**config.mk**
```make
export PLATFORM = sky130hd
export DESIGN_NAME = online_result_collector
export DESIGN_NICKNAME = d
export VERILOG_FILES = /design/src/rtl/online_result_collector.sv
export SDC_FILE = /design/constraint.sdc
export NUM_CORES = 1
export LEC_CHECK = 0
export ABC_AREA = 1
export CELL_PAD_IN_SITES_DETAIL_PLACEMENT = 0
export CELL_PAD_IN_SITES_GLOBAL_PLACEMENT = 1
export CORE_UTILIZATION = 46
export CTS_BUF_LIST = sky130_fd_sc_hd__clkbuf_8
export CTS_CLUSTER_DIAMETER = 50
export DETAILED_ROUTE_END_ITERATION = 7
export GPL_TIMING_DRIVEN = 0
export MAX_ROUTING_LAYER = met4
export PLACE_DENSITY = 0.87
export SLEW_MARGIN = 10
export SYNTH_ARGS = -nofsm -noshare
export SYNTH_HDL_FRONTEND = slang
export SYNTH_SLANG_ARGS = --single-unit
```
**constraint.sdc**
```tcl
create_clock -name clk -period 3.6 [get_ports clk]
set_input_delay 0.72 -clock clk [delete_from_list [all_inputs] [get_ports clk]]
set_output_delay 0.72 -clock clk [all_outputs]
set_load 0.1 [all_outputs]
```
**src/rtl/online_result_collector.sv**
```systemverilog
// online_result_collector: sink for an MSD-first radix-2 signed-digit stream.
// After start it drops DELTA leading digits, then runs on-the-fly conversion of
// N digits into an (N+1)-bit two's-complement word and pulses valid for one cycle.
module online_result_collector #(
    parameter int N     = 16,
    parameter int DELTA = 3,
    parameter int CW    = 5
) (
    input  logic         clk,
    input  logic         asyn_reset,
    input  logic         enable,
    input  logic         start,
    input  logic [1:0]   digit_in,
    output logic [N:0]   result,
    output logic         valid,
    output logic         busy
);

    typedef enum logic [1:0] {
        IDLE = 2'd0,
        SKIP = 2'd1,
        CONV = 2'd2,
        DONE = 2'd3
    } state_t;

    // Counter values marking the last skipped digit and the last converted digit.
    localparam logic [CW-1:0] SKIP_LAST = CW'((DELTA > 0) ? (DELTA - 1) : 0);
    localparam logic [CW-1:0] CONV_LAST = CW'(N - 1);

    state_t                state;
    state_t                state_next;
    logic [CW-1:0]         counter;
    logic signed [N:0]     q;
    logic signed [N:0]     qm;
    logic [2*N+1:0]        step;
    logic [N:0]            q_next;
    logic [N:0]            qm_next;
    logic                  skip_last;
    logic                  conv_last;

    // One on-the-fly conversion step. QM tracks Q-1 so that a -1 digit never
    // needs a borrow chain: the new Q is taken from the shifted QM instead.
    // Encodings 00 and 11 both mean zero.
    function automatic logic [2*N+1:0] otf_step(
        input logic [N:0] q_cur,
        input logic [N:0] qm_cur,
        input logic [1:0] d
    );
        logic [2*N+1:0] r;
        case (d)
            2'b10:   r = {q_cur[N-1:0],  1'b1, q_cur[N-1:0],  1'b0};
            2'b01:   r = {qm_cur[N-1:0], 1'b1, qm_cur[N-1:0], 1'b0};
            default: r = {q_cur[N-1:0],  1'b0, qm_cur[N-1:0], 1'b1};
        endcase
        return r;
    endfunction

    assign step      = otf_step(q, qm, digit_in);
    assign q_next    = step[2*N+1:N+1];
    assign qm_next   = step[N:0];
    assign skip_last = (counter == SKIP_LAST);
    assign conv_last = (counter == CONV_LAST);
    assign busy      = (state != IDLE);

    // State register; holds while enable is low.
    always_ff @(posedge clk or negedge asyn_reset) begin
        if (!asyn_reset) begin
            state <= IDLE;
        end else if (enable) begin
            state <= state_next;
        end
    end

    // Next-state logic: start only matters in IDLE, so starts while busy or in DONE are dropped.
    always_comb begin
        state_next = state;
        case (state)
            IDLE: begin
                if (start) begin
                    state_next = (DELTA > 0) ? SKIP : CONV;
                end
            end
            SKIP: begin
                if (skip_last) begin
                    state_next = CONV;
                end
            end
            CONV: begin
                if (conv_last) begin
                    state_next = DONE;
                end
            end
            DONE: begin
                state_next = IDLE;
            end
            default: begin
                state_next = IDLE;
            end
        endcase
    end

    // Digit counter, Q/QM conversion registers, result capture and valid pulse.
    always_ff @(posedge clk or negedge asyn_reset) begin
        if (!asyn_reset) begin
            counter <= '0;
            q       <= '0;
            qm      <= '1;
            result  <= '0;
            valid   <= 1'b0;
        end else if (enable) begin
            valid <= (state_next == DONE);
            case (state)
                IDLE: begin
                    if (start) begin
                        counter <= '0;
                        q       <= '0;
                        qm      <= '1;
                    end
                end
                SKIP: begin
                    counter <= skip_last ? '0 : counter + CW'(1);
                end
                CONV: begin
                    q  <= q_next;
                    qm <= qm_next;
                    if (conv_last) begin
                        counter <= '0;
                        result  <= q_next;
                    end else begin
                        counter <= counter + CW'(1);
                    end
                end
                default: begin
                end
            endcase
        end
    end

endmodule

```
==> results of run 1 <==
[power by group through the flow]
stage	combinational [mW]	sequential [mW]	clock, mW
finish	0.793	0.904	0.675
detailed placement	0.789	0.914	0
global route	0.890	0.918	0.705
floorplan	0.534	0.966	0
global placement	0.776	0.909	0
CTS	0.793	0.904	0.682
[registers in the layout (all words and copies together), names as in the netlist]
name / flops
counter: 5
qm: 16
q: 16
result: 17
valid: 1
state: 2
[cells in the mapped netlist (all sizes together)]
library cell | count | area (um^2)
o21ai | 51 | 255.3
inv | 51 | 191.4
dfrtp | 41 | 1026
nand3 | 3 | 15.01
nor3 | 2 | 10.01
o22ai | 17 | 106.4
a31oi | 3 | 18.77
clkbuf | 1 | 3.750
nand2 | 50 | 190.2
nor2 | 26 | 105.1
o21a | 1 | 7.510
a21oi | 25 | 128.9
a32oi | 1 | 8.760
buf | 15 | 90.09
xor2 | 1 | 8.760
ha | 10 | 125.1
dfstp | 16 | 420.4
o211ai | 12 | 90.09
[per-stage QoR]
step | setup WS (ns) | TNS (ns)
after CTS | 0.5365 | 0
after global routing | 0.4568 | 0
after global placement | -0.0001819 | -0.0004765
after floorplan | 1.686 | 0
final | 0.5635 | 0
after detailed placement | 0.8292 | 0
[placed cells by master, fill, tap and decap left out, types with 16 or more instances in the layout]
| master | Yosys | final |
|---|---|---|
| o21ai_1 | 16 | 16 |
| inv_1 | 46 | 47 |
| dfstp_2 | 16 | 16 |
| o21ai_0 | 35 | 35 |
| nand2_1 | 49 | 49 |
| dfrtp_1 | 41 | 41 |
| a21oi_1 | 24 | 24 |
| clkdlybuf4s50_1 | 0 | 23 |
| nor2_1 | 23 | 23 |
| o22ai_1 | 17 | 17 |
[path summary, 6_finish.rpt]
kind	end	slack [ns]	depth (start not counted)
hold reg to reg	result[0]	0.49	2
max in group asynchronous	counter[1]	2.67	1
setup reg to reg	result[4]	1.68	10
hold / removal	result[6]	0.43	1
min in group clk	result[0]	0.49	2
setup / recovery	busy	0.56	4
[area by class of cell]
cell class / instances / area, um^2
Fill cell: 560 / 2532
Buffer: 16 / 93.84
Timing Repair Buffer: 24 / 237.7
Clock inverter: 6 / 82.58
Inverter: 51 / 191.4
Tap cell: 75 / 93.84
Clock buffer: 10 / 137.6
Sequential cell: 57 / 1446
Multi-Input combinational cell: 202 / 1070
[cell families (layout without fill, tap and decap cells)]
kind of cell	Yosys count	after routing	share of synthesized area (%)
adders and majority gates	10	10	4.466
xor gates and xnor gates	1	1	0.3127
buffers and inverters	67	107	10.18
and+or+nand+nor	81	81	11.43
DFF	57	57	51.63
AOI/OAI and AO/OA	110	110	21.97
[routing by layer]
metal | vias up | track usage [%]
met2 | 64 | 34.70
met3 | 12 | 6.286
li1 | 1153 | -
met4 | 0 | 8.750
met1 | 1134 | 32.97
met5 | - | -
==> impl_metrics.py, run 1 <==
metrics = {
    "status": {
        "status": "completed",
    },
    "die": {
        "io_pins": 25,
        "core_area_um2": 5886,
        "rows": 28,
        "die_area_um2": 6406,
        "die_w_um": 80.04,
        "start_util_pct": 47.60,
        "chipHeight_um": 80.04,
    },
    "timing": {
        "slew_violations": 0,
        "finalCritPeriodShare_pct": 84.35,
        "max_freq_mhz": 329.3,
        "finalHoldViolations": 0,
        "min_period_ns": 3.036,
        "rsz0062_at_grt": "false",
        "setup_viol": 0,
        "maxSlewHeadroom_pct": 35.04,
        "holdWs_ns": 0.4285,
        "worst_pin_slew_ns": 0.9714,
        "skew_ns": 0.01231,
    },
    "detailed_routing": {
        "wl_met3_um": 338,
        "drt-wirelength-per-cell_um": 14.94,
        "dr.pass1.iters": 5,
        "ant_nets": 0,
        "drt-met1-wl_um": 3219,
        "drt_iter0_markers": 134,
        "vias": 2363,
        "wl_met2_um": 2908,
        "wl_um": 6590,
        "remaining_drc_errors": 0,
        "routed_via_density": 5.358,
        "top_layer": "met4",
    },
    "place": {
        "place_area_um2": 3133,
        "gp_congestion": 0.7970,
        "dp_hpwl_um": 4383,
        "portBuffers": 24,
        "numPlacedInstances": 425,
    },
    "logic_synthesis": {
        "synthesis.instances": 326,
        "synth_warnings": 0,
        "netlist_area_um2": 2801,
        "ys_seq_area_share_pct": 51.63,
        "syn_avg_cell_area_um2": 8.593,
        "synth-seq-cells": 57,
        "syn-num-nets": 342,
        "ys_types": 25,
    },
    "min_path": {
        "hp-class": "input pin to asynchronous set/reset pin",
    },
    "critical_path": {
        "critPathLaunchType": "register",
        "crit_path_max_incr_delay_ns": 1.14,
        "setup.worst_path.class": "register to output pin",
        "path_max_fanout": 6,
        "cp_top_family": "buffers and inverters",
        "cp_slowest_cell": "clkdlybuf4s50_1",
        "endpoint_kind": "output pin",
        "required_ns": 2.88,
        "worstPathArrival_ns": 2.32,
        "worstPathCellList": "inv_1, ha_1, inv_2, clkdlybuf4s50_1",
        "critPathLaunch": "state[0]",
        "r2r_start": "counter[0]",
        "crit_buf_inv": 3,
    },
    "cts": {
        "post-cts-setup-buffer-count": 0,
        "insertion_delay_ns": 0.35,
        "ctsHtreeMaxLevel": 3,
        "clk_path_buf_depth": 2,
        "numClockSinks": 57,
        "cts_inserted_buffers": 9,
        "ctsResizeCount": 0,
        "postCtsHoldBufs": 0,
        "cts-root-buf": "clkbuf_8",
        "cts_tree": "done",
        "path_clk_slew_ns": 0.06,
    },
    "power_and_ir_drop": {
        "total_power_mw": 2.371,
        "power.density_nw_per_um2": 707.2,
        "p_sw_uw": 893.2,
        "peakVddDrop_v": 0.0005254,
        "p_comb_share_pct": 33.4,
        "p_seq_share_pct": 38.1,
        "p_clk_share_pct": 28.5,
        "p_leak_nw": 1.485,
        "swShare_pct": 37.67,
        "intPower_mw": 1.478,
    },
    "grt": {
        "grt_pass1_wl_um": 11120,
        "grt_antenna_before_repair": 0,
        "grt_overflow": 0,
        "grt_usage_pct": 24.19,
        "grt_start_max_net_pins": 58,
        "grt_pass1_vias": 2287,
    },
    "cells_and_area": {
        "fin_nets": 377,
        "design_area_um2": 3353,
        "antennaDiodeCount": 0,
        "area_delta_synth_final_pct": 19.70,
        "drive_above_1_share_pct": 15.57,
        "instances_no_fill": 441,
        "post-route-util_pct": 56.97,
    },
    "job": {
        "cap_viol_max_count": 0,
    },
}
Note: power is estimated with default switching activity, not from simulation.
==> inputs of run 2 (changes only) <==
--- a/config.mk
+++ b/config.mk
@@ -8,13 +8,13 @@
 export ABC_AREA = 1
 export CELL_PAD_IN_SITES_DETAIL_PLACEMENT = 0
 export CELL_PAD_IN_SITES_GLOBAL_PLACEMENT = 1
-export CORE_UTILIZATION = 46
+export CORE_UTILIZATION = 45
 export CTS_BUF_LIST = sky130_fd_sc_hd__clkbuf_8
 export CTS_CLUSTER_DIAMETER = 50
 export DETAILED_ROUTE_END_ITERATION = 7
 export GPL_TIMING_DRIVEN = 0
 export MAX_ROUTING_LAYER = met4
-export PLACE_DENSITY = 0.87
+export PLACE_DENSITY = 0.86
 export SLEW_MARGIN = 10
 export SYNTH_ARGS = -nofsm -noshare
 export SYNTH_HDL_FRONTEND = slang
==> constraint.sdc (replaced) <==
create_clock -name clk -period 3 [get_ports clk]
set_input_delay 0.6 -clock clk [delete_from_list [all_inputs] [get_ports clk]]
set_output_delay 0.6 -clock clk [all_outputs]
set_load 0.1 [all_outputs]
==> run 2 against run 1 <==
  * Register-to-register slack worse by 0.60 ns
  * First-iteration DRC count is 11% higher
  * Final cell count is 0.23% lower
  * Clock power is 6.5% higher
  * Sequential power is 21% higher
==> impl_metrics.py, run 2 (synthesized netlist as in run 1, its figures left out) <==
metrics = {
    "grt": {
        "grt_antenna_before_repair": 0,
        "grt_overflow": 0,
        "grt_pass1_vias": 2239,
        "grt_pass1_wl_um": 11180,
        "grt_start_max_net_pins": 58,
        "grt_usage_pct": 23.66,
    },
    "power_and_ir_drop": {
        "power.density_nw_per_um2": 827.6,
        "intPower_mw": 1.706,
        "p_clk_share_pct": 26.1,
        "swShare_pct": 38.11,
        "peakVddDrop_v": 0.0006291,
        "p_sw_mw": 1.051,
        "p_seq_share_pct": 39.5,
        "p_leak_nw": 1.484,
        "p_comb_share_pct": 34.5,
    },
    "timing": {
        "max_freq_mhz": 394.7,
        "min_period_ns": 2.533,
        "finalCritPeriodShare_pct": 84.45,
        "holdWs_ns": 0.3217,
        "setup_viol": 0,
        "rsz0062_at_grt": "false",
        "slew_violations": 0,
        "finalHoldViolations": 0,
        "maxSlewHeadroom_pct": 35.43,
        "worst_pin_slew_ns": 0.9656,
        "skew_ns": 0.007515,
    },
    "die": {
        "start_util_pct": 47.04,
        "die_area_um2": 6545,
        "core_area_um2": 5956,
        "die_w_um": 80.90,
        "rows": 28,
        "io_pins": 25,
        "chipHeight_um": 80.90,
    },
    "detailed_routing": {
        "drt-wirelength-per-cell_um": 14.70,
        "ant_nets": 0,
        "remaining_drc_errors": 0,
        "drt_iter0_markers": 149,
        "routed_via_density": 5.255,
        "wl_um": 6468,
        "dr.pass1.iters": 4,
        "vias": 2312,
    },
    "cts": {
        "cts_inserted_buffers": 9,
        "clk_path_buf_depth": 2,
        "ctsHtreeMaxLevel": 3,
        "cts_tree": "done",
        "cts-root-buf": "clkbuf_8",
        "numClockSinks": 57,
        "postCtsHoldBufs": 0,
        "insertion_delay_ns": 0.33,
        "path_clk_slew_ns": 0.07,
    },
    "cells_and_area": {
        "reg_top3": "result: 17 flops, q: 16 flops, qm: 16 flops",
        "fin_nets": 377,
        "final_cell_mix": "nand2_1, inv_1, dfrtp_1",
        "final_common_cell": "nand2_1",
        "largest_reg_flops": 17,
        "area_delta_synth_final_pct": 18.89,
        "regMostFlops": "result",
        "instances_no_fill": 440,
        "drive_above_1_share_pct": 15.34,
        "antennaDiodeCount": 0,
    },
    "critical_path": {
        "r2r_slack_ns": 1.08,
        "worstPathArrival_ns": 1.93,
        "critPathLaunch": "state[0]",
        "crit_path_max_incr_delay_ns": 0.76,
        "r2r_start": "state[0]",
        "worstPathCellList": "inv_1, ha_1, inv_2, dlymetal6s2s_1",
        "required_ns": 2.40,
        "critPathLaunchType": "register",
        "r2r-end": "qm[6]",
        "cp_slowest_cell": "dlymetal6s2s_1",
        "cp-endpoint": "busy",
        "setup.worst_path.class": "register to output pin",
        "reg2reg_depth": 7,
        "path_max_fanout": 6,
        "endpoint_kind": "output pin",
    },
    "place": {
        "portBuffers": 24,
        "dp_hpwl_um": 4348,
        "numPlacedInstances": 425,
        "gp_congestion": 0.7973,
    },
    "status": {
        "status": "completed",
    },
    "min_path": {
        "hp-class": "input pin to asynchronous set/reset pin",
    },
    "job": {
        "cap_viol_max_count": 0,
    },
}
run 2: metal layers:
layer | up-vias | share of wire [%] | GRT usage (%) | wire length, um
met2 | 60 | 44 | 34.12 | 2865
met4 | 0 | 1.4 | 9.286 | 92
met3 | 10 | 3.8 | 3.820 | 249
li1 | 1151 | - | - | -
met1 | 1091 | 50 | 33.14 | 3260
met5 | - | 0 | - | 0
run 2: worst min path at each step:
stage / to / depth (start not counted) / slack (ns) / startpoint
6_report: result[5] / 1 / 0.32 / asyn_reset
5_1_grt: result[5] / 1 / 0.38 / asyn_reset
2_1_floorplan: counter[0] / 0 / 0.30 / asyn_reset
4_1_cts: counter[0] / 1 / 0.34 / asyn_reset
3_5_place_dp: valid / 2 / 0.47 / valid
3_3_place_gp: result[5] / 2 / 0.46 / result[5]
run 2: layout make-up:
class	instances	area, um^2
Inverter	51	191.4
Sequential cell	57	1446
Clock inverter	4	43.79
Timing Repair Buffer	24	240.2
Fill cell	571	2625
Multi-Input combinational cell	202	1070
Tap cell	75	93.84
Clock buffer	11	151.4
Buffer	16	93.84
run 2: what timing repair did:
item / 4_1_cts / 5_1_grt
buffers inserted: 0 / 0
endpoints found under the setup margin: 0 / 1
gates resized for setup: 0 / 1
run 2: per-stage QoR:
step	utilization [%]	cell area (um^2)	setup WS, ns	power (mW)	TNS, ns
floorplan	-	2801	1.088	1.799	0
global route	55.92	3331	0.3540	2.958	0
finish	55.92	3331	0.4665	2.757	0
detailed placement	52.61	3133	0.3903	2.046	0
CTS	55.88	3328	0.06162	2.772	0
global placement	52.65	3136	-0.4750	2.028	-19.37
run 2: critical path, delay by kind of cell (launching register included):
kind                       cells  cell delay (ns)
buffers and inverters          3             0.99
adders and majority gates      1             0.25
DFF                            1             0.37
run 2: power groups by stage:
stage / clock, mW / sequential (mW) / combinational (mW)
after global routing: 0.768 / 1.11 / 1.08
after global placement: 0 / 1.09 / 0.937
after floorplan: 0 / 1.16 / 0.640
after CTS: 0.733 / 1.09 / 0.953
after detailed placement: 0 / 1.10 / 0.947
final: 0.719 / 1.09 / 0.950
==> inputs of run 3 (changes only) <==
--- a/config.mk
+++ b/config.mk
@@ -8,13 +8,13 @@
 export ABC_AREA = 1
 export CELL_PAD_IN_SITES_DETAIL_PLACEMENT = 0
 export CELL_PAD_IN_SITES_GLOBAL_PLACEMENT = 1
-export CORE_UTILIZATION = 45
+export CORE_UTILIZATION = 41
 export CTS_BUF_LIST = sky130_fd_sc_hd__clkbuf_8
 export CTS_CLUSTER_DIAMETER = 50
 export DETAILED_ROUTE_END_ITERATION = 7
 export GPL_TIMING_DRIVEN = 0
 export MAX_ROUTING_LAYER = met4
-export PLACE_DENSITY = 0.86
+export PLACE_DENSITY = 0.82
 export SLEW_MARGIN = 10
 export SYNTH_ARGS = -nofsm -noshare
 export SYNTH_HDL_FRONTEND = slang
==> constraint.sdc (replaced) <==
create_clock -name clk -period 2.3 [get_ports clk]
set_input_delay 0.46 -clock clk [delete_from_list [all_inputs] [get_ports clk]]
set_output_delay 0.46 -clock clk [all_outputs]
set_load 0.1 [all_outputs]
==> run 3 against run 2 <==
  * Combinational power grew 28%
  * Critical endpoint is now qm[12]
  * Critical path depth is 6 higher
  * Design area up 0.23%
  * Utilization shrank 4.2 points
  * Clock power increased by 17%
  * Global-route usage fell by 2.6 points
  * Setup slack got worse by 0.31 ns
  * First-iteration DRC count increased by 10%
  * Clock-buffer cell count increased by 1
  * Sequential cell count stayed put
  * Hold slack lost 0.14 ns
  * Clock skew is 0.00054 ns lower
==> impl_metrics.py, run 3 (synthesized netlist as in run 1, its figures left out) <==
metrics = {
    "timing": {
        "min_period_ns": 2.145,
        "slew_violations": 0,
        "maxSlewHeadroom_pct": 34.85,
        "skew_ns": 0.006977,
        "tns_ns": 0,
        "worst_pin_slew_ns": 0.9757,
        "setup_viol": 0,
        "finalHoldViolations": 0,
        "finalCritPeriodShare_pct": 93.27,
        "max_freq_mhz": 466.2,
        "rsz0062_at_grt": "false",
    },
    "grt": {
        "grt_pass1_vias": 2195,
        "grt_usage_pct": 21.10,
        "met2_usage_pct": 29.86,
        "grt_start_max_net_pins": 58,
        "grt.busiest_layer": "met2",
        "grt_pass1_wl_um": 11050,
        "grt_overflow": 0,
        "gr-usage-met1_pct": 29.01,
        "grt_antenna_before_repair": 0,
        "grt_use_met3_pct": 6.490,
    },
    "cells_and_area": {
        "fin_nets": 376,
        "final_cell_mix": "inv_1, nand2_1, dfrtp_1",
        "final_common_cell": "inv_1",
        "multi_input_area_um2": 1070,
        "reg_top3": "result: 17 flops, q: 16 flops, qm: 16 flops",
        "regArea_um2": 1446,
        "n_fill_cell": 636,
        "area_delta_synth_final_pct": 19.16,
        "drive_above_1_share_pct": 14.79,
        "largest_reg_flops": 17,
        "antennaDiodeCount": 0,
        "post-route-util_pct": 51.69,
        "regMostFlops": "result",
    },
    "cts": {
        "ctsHtreeMaxLevel": 3,
        "cts_inserted_buffers": 9,
        "postCtsHoldBufs": 0,
        "path_clk_slew_ns": 0.06,
        "cts-root-buf": "clkbuf_8",
        "numClockSinks": 57,
        "post-cts-setup-buffer-count": 0,
        "clk_path_buf_depth": 2,
        "cts_tree": "done",
        "insertion_delay_ns": 0.34,
    },
    "power_and_ir_drop": {
        "power.density_nw_per_um2": 1042,
        "peakVddDrop_v": 0.0006700,
        "p_leak_nw": 1.734,
        "total_power_mw": 3.478,
    },
    "critical_path": {
        "setup.worst_path.class": "input pin to register",
        "path_max_fanout": 10,
        "r2r_start": "state[0]",
        "required_ns": 2.57,
        "worstPathArrival_ns": 2.41,
        "reg2reg_depth": 7,
        "critPathLaunchType": "input pin",
        "endpoint_kind": "register",
        "critPathLaunch": "digit_in[0]",
        "cp-endpoint": "qm[12]",
        "r2r_slack_ns": 0.39,
        "r2r-end": "qm[6]",
    },
    "die": {
        "die_area_um2": 7167,
        "rows": 29,
        "die_w_um": 84.66,
        "chipHeight_um": 84.66,
        "io_pins": 25,
        "core_area_um2": 6459,
        "start_util_pct": 43.37,
    },
    "detailed_routing": {
        "vias": 2325,
        "dr.pass1.iters": 7,
        "drt_iter0_markers": 164,
        "drt-wirelength-per-cell_um": 14.82,
        "wl_um": 6549,
        "remaining_drc_errors": 0,
        "routed_via_density": 5.260,
        "ant_nets": 0,
    },
    "place": {
        "portBuffers": 24,
        "dp_hpwl_um": 4341,
        "gp_congestion": 0.8249,
    },
    "status": {
        "status": "completed",
    },
    "job": {
        "cap_viol_max_count": 0,
    },
    "min_path": {
        "hp-class": "input pin to asynchronous set/reset pin",
    },
}
==> run 3: cell type report <==
| cell class | count | area share, % |
|---|---|---|
| clock buffers | 12 | 4.948 |
| repair buffers | 24 | 7.871 |
| well taps | 77 | 2.886 |
| multi-input cells | 202 | 32.05 |
| flip-flops and latches | 57 | 43.33 |
| clock inverters | 4 | 0.4498 |
| plain buffers | 15 | 2.736 |
| inverters | 51 | 5.735 |
==> run 3: routing by layer <==
layer	up-vias	wire (um)	share of wire [%]
li1	1152	-	-
met1	1105	3350	51
met2	60	2795	43
met3	8	335	5.1
met4	0	67	1.0
met5	-	0	0
==> run 3: timing repair <==
action / 4_1_cts / 5_1_grt
endpoints found under the setup margin: 5 / 20
cloned: 0 / 0
resized for setup: 7 / 17
==> run 3: worst min path at each step <==
stage | end | slack, ns | depth (start not counted)
after floorplan | counter[0] | 0.16 | 0
after global placement | result[3] | 0.47 | 2
after detailed placement | valid | 0.47 | 2
after CTS | result[5] | 0.19 | 1
after global routing | result[5] | 0.23 | 1
final | result[5] | 0.18 | 1
==> run 3: report_power, final <==
group          internal [mW]  switching, mW  total (mW)
Sequential              1.31          0.108        1.42
Clock                  0.464          0.375       0.839
Combinational          0.359          0.864        1.22
Total                   2.13           1.35        3.48
==> run 3: per-stage QoR <==
step / instance area, um^2 / worst slack, ns / std cells / hold slack, ns
2_1_floorplan: 2801 / 0.3881 / 326 / 0.1644
3_3_place_gp: 3138 / -1.062 / 427 / 0.4672
3_5_place_dp: 3136 / -0.2349 / 427 / 0.4690
4_1_cts: 3312 / 0.0001338 / 443 / 0.1923
5_1_grt: 3338 / 0.01292 / 442 / 0.2332
6_report: 3338 / 0.1548 / 442 / 0.1806
==> run 3: worst max-delay path: stages <==
cell,delay [ns]
clkdlybuf4s50_1,0.51
inv_1,0.06
ha_1,0.27
buf_2,0.18
nor2_2,0.27
clkbuf_4,0.30
nand2_1,0.07
o211ai_1,0.08
o21ai_0,0.11
o21ai_1,0.09
